==> config.mk <==
export PLATFORM = sky130hd
export DESIGN_NAME = fetch
export DESIGN_NICKNAME = d
export VERILOG_FILES = /design/src/rtl/fetch_pkg.sv /design/src/rtl/fetch_next_pc_mux.sv /design/src/rtl/fetch.sv
export SDC_FILE = /design/constraint.sdc
export NUM_CORES = 1
export LEC_CHECK = 0
export ABC_AREA = 1
export CORE_MARGIN = 2
export CORE_UTILIZATION = 42
export DETAILED_ROUTE_END_ITERATION = 10
export PLACE_DENSITY_LB_ADDON = 0.1
export SYNTH_ARGS = -nofsm -noshare
export SYNTH_HDL_FRONTEND = slang
export SYNTH_SLANG_ARGS = --single-unit
==> constraint.sdc <==
create_clock -name clock -period 1.3 [get_ports clock]
set_input_delay 0.26 -clock clock [delete_from_list [all_inputs] [get_ports clock]]
set_output_delay 0.26 -clock clock [all_outputs]
set_load 0.01 [all_outputs]
==> src/rtl/fetch_pkg.sv <==
// Shared processor constants and types for the instruction-fetch stage.
// Module parameters default from here so one edit retargets the whole core.
package fetch_pkg;

   localparam int unsigned DEFAULT_ADDRESS_BITS = 16;
   localparam int unsigned DEFAULT_PC_STEP      = 4;
   localparam int unsigned DEFAULT_RESET_PC     = 0;

   typedef enum logic {
      PC_SEL_SEQ    = 1'b0,
      PC_SEL_TARGET = 1'b1
   } pc_sel_e;

endpackage

==> src/rtl/fetch_next_pc_mux.sv <==
// Combinational next-PC selection: either the sequential address or the
// branch/jump target. The add wraps modulo 2^ADDRESS_BITS with no carry out.
module next_pc_mux
   import fetch_pkg::*;
#(
   parameter int unsigned ADDRESS_BITS = DEFAULT_ADDRESS_BITS,
   parameter int unsigned PC_STEP      = DEFAULT_PC_STEP
) (
   input  logic [ADDRESS_BITS-1:0] PC,
   input  logic [ADDRESS_BITS-1:0] target_PC,
   input  logic                    next_PC_select,
   output logic [ADDRESS_BITS-1:0] next_PC
);

   logic [ADDRESS_BITS-1:0] seq_PC;
   pc_sel_e                 sel;

   always_comb begin
      seq_PC  = PC + ADDRESS_BITS'(PC_STEP);
      sel     = pc_sel_e'(next_PC_select);
      next_PC = seq_PC;
      if (sel == PC_SEL_TARGET) begin
         // Target taken verbatim; unaligned destinations are deliberately kept.
         next_PC = target_PC;
      end
   end

endmodule

==> src/rtl/fetch.sv <==
// Instruction-fetch program counter: one register advanced every cycle,
// asynchronously forced to RESET_PC while reset is high.
module fetch
   import fetch_pkg::*;
#(
   parameter int unsigned ADDRESS_BITS = DEFAULT_ADDRESS_BITS,
   parameter int unsigned PC_STEP      = DEFAULT_PC_STEP,
   parameter int unsigned RESET_PC     = DEFAULT_RESET_PC
) (
   input  logic                    clock,
   input  logic                    reset,
   input  logic                    next_PC_select,
   input  logic [ADDRESS_BITS-1:0] target_PC,
   output logic [ADDRESS_BITS-1:0] PC
);

   logic [ADDRESS_BITS-1:0] pc_q;
   logic [ADDRESS_BITS-1:0] next_PC;

   next_pc_mux #(
      .ADDRESS_BITS (ADDRESS_BITS),
      .PC_STEP      (PC_STEP)
   ) u_next_pc_mux (
      .PC             (pc_q),
      .target_PC      (target_PC),
      .next_PC_select (next_PC_select),
      .next_PC        (next_PC)
   );

   always_ff @(posedge clock or posedge reset) begin
      if (reset) begin
         pc_q <= ADDRESS_BITS'(RESET_PC);
      end else begin
         pc_q <= next_PC;
      end
   end

   assign PC = pc_q;

endmodule

==> impl_results.md <==
* Final nets at 200
* Die Ht at 50.1 um
* Worst Path Arrival at 1.53 ns
* Post-synth EDFFs at 0
* GRT Overall Usage at 21.7%
* IO Port Bufs at 34
* Setup_tns at -0.00522 ns
* Final WS setup at -0.00522 ns
* Minimum clock period at 1.31 ns
* CP Launch Type: flop
* Layout cells sized above 1 at 23.5%
* First-pass GRT wire length at 4130 um
* DRC violation count after routing at 0
* Area of the die at around 0.0025 mm2
* Final Cycle Share at 100%
* Synthesized area at 892 um2
* Cells after Synth at 123
* Post-Layout Cell Count at 206
* Synth top area cells: dfrtp_1, nand2_1, nand3_1, inv_1, nor2_1
* DP Cell Count at 185
* Antenna diode instance count at 0
* Post-route clock skew at 0.00425 ns
* Max Cap Violations at 0
* WP data required at between 1.5 and 2 ns
* Gr ovfl total at 0
* VDD IR max at 595 uV
* Routed wire length per instance at about 12 um
* Final instance area at 0.00148 mm2
* Synth area leader: dfrtp_1
* FMAX at between 700 and 800 MHz
* Initial antenna violation count at 0
* DRT iter0 DRCs at 34
* Max FFs per register at 16
* Yosys cell types at 22
* Placed inst area at 0.00128 mm2
* # rows at 16
* Post-route ant nets at 0
* Worst skew pair latency at ~0.29 ns
* CTS clock-pin slew for the worst setup and hold paths at about 0.1 ns
* Synthesis-stage register bit count at 16
* # clock sinks at 16
* Multi-input combinational cell area at 475 um2
* 1st-pass router iterations at 4
* Worst slack, placed at -0.0984 ns
* Via count at around 1000
* CTS Buffer Depth at 2
* Slew headroom at a little over two thirds
* Pwr dens at 943 mW/mm2
* Internal reg-to-reg setup slack at -0.005 ns
* Avg Inst Size Synth at roughly 7.3 um2
* P_leak at between 0.7 and 0.8 nW
* Final Hold Violating Endpoints at 0
* CP max FO at 4
* Initial core utilization at a little under half
* I/O pins at 35
* Syn Nets at roughly 140
* Post-synthesis sequential area ratio at 44.9%
* Asr flop ratio synth at 100%
* Sequential cell area at 400 um2
* Root Buffer: clkbuf_4
* Final Max Slew Viols at 0
* CTS tree: built
* Htree depth at 1
* Outcome: finished, violations left
* Synth warn at 0
* Final HPWL DP at 1630 um
* Actual slew at the worst max-slew pin at 0.454 ns
* TritonCTS Buffers at 3
* Area Overhead vs Synth at 65.5%
* Vias in the first global route at 962
* CP Capture Type: flop
* Share of Yosys cell area claimed by the top area cell type at 44.9%
* GP Congestion at 0.846
* Failing checks: setup timing
* Final setup vio count at 1
* Core ar. at 0.00198 mm2
* Tightest Hold Check Type: in2async
* Wirelength, routed at 2460 um
* Unrepaired setup endpoints after global routing: true
* Vias per inst at 5.01
* Dominant synthesized flop cell: dfrtp_1
* Die Wd at 50.1 um
* Largest net degree at the start of global routing at 17
* Filler Cell Count at around 150
* Setup CP Type: reg2reg
## path summary, 6_finish.rpt
path                                         from                end  cells past startpoint
max in group asynchronous                   reset   PC[13]$_DFF_PP0_                      3
worst max register to register    PC[3]$_DFF_PP0_   PC[10]$_DFF_PP0_                      7
worst max-delay path              PC[3]$_DFF_PP0_   PC[10]$_DFF_PP0_                      7
worst min register to register  PC[0]$_DFFE_PP0P_  PC[0]$_DFFE_PP0P_                      2
worst min-delay path                        reset    PC[2]$_DFF_PP0_                      3
min in group clock              PC[0]$_DFFE_PP0P_  PC[0]$_DFFE_PP0P_                      2
## layout by cell type, fill, tap and decap left out, types with 2 or more instances in the layout
cell,instances
a21oi_1,2
a31oi_1,3
buf_4,21
buf_6,2
clkbuf_4,3
clkdlybuf4s50_1,18
dfrtp_1,16
dlygate4sd2_1,14
inv_1,11
nand2_1,43
nand2_2,3
nand3_1,10
nand4_1,4
nor2_1,8
nor2_2,4
nor2_4,2
o21ai_0,4
## critical path: stages (launching register included)
cell,delay (ns)
dfrtp_1,0.38
buf_6,0.12
ha_4,0.14
nand3_4,0.09
inv_4,0.09
nand2_2,0.06
or2_0,0.23
a21oi_1,0.13
## Yosys cell counts, types with 2 or more instances
cell type	instances
nor2_2	2
nand3_1	10
nor2_1	11
buf_2	2
nand2_2	2
a21oi_1	3
nand2_1	44
dfrtp_1	16
nand4_1	4
a31oi_1	3
inv_1	11
o21ai_0	5
## kinds of logic (layout without fill, tap and decap cells)
group | Yosys count | in the layout | synth area share (%)
AO/OA/AOI/OAI | 13 | 13 | 7.99
XOR/XNOR | 1 | 1 | 0.982
buffers and inverters | 15 | 71 | 6.59
AND/OR/NAND/NOR | 77 | 77 | 38.1
adder cells (fa/ha/maj) | 1 | 1 | 1.40
flip-flops | 16 | 16 | 44.9
## per-layer routing
metal  track usage [%]  routed length, um  vias up  share of wire [%]
li1                  -                  -      512                  -
met4              8.80                 65        0                2.6
met3              4.24                132        7                5.4
met2              37.5               1240       39                 50
met5                 0                  0        -                  0
met1              26.0               1020      474                 42
## metrics by stage
| stage | hold WS (ns) | util, % | power, mW |
|---|---|---|---|
| finish | 0.259 | 74.5 | 1.39 |
| global placement | 0.465 | 64.7 | 0.970 |
| global route | 0.275 | 74.5 | 1.48 |
| floorplan | 0.174 | - | 0.774 |
| detailed placement | 0.468 | 64.7 | 0.979 |
| CTS | 0.272 | 72.3 | 1.37 |
## what timing repair did
item	in CTS	in global routing
hold endpoints to repair	0	0
hold buffers	0	0
endpoints found under the setup margin	18	8
gates cloned	0	0
resized for setup	23	10
setup buffers	14	3
pin swaps	0	4
## final cells by class
class	count	area share (%)
sequential	16	27.1
tap	27	2.29
inverter	12	3.22
multi-input combinational	92	32.2
clock buffer	4	2.46
timing repair buffer	55	32.7
## report_power, final
part,switching (mW),total (mW),internal [mW]
Combinational,0.233,0.478,0.245
Sequential,0.0275,0.575,0.548
Clock,0.169,0.340,0.171
Total,0.429,1.39,0.963
Note: power is estimated with default switching activity, not from simulation.
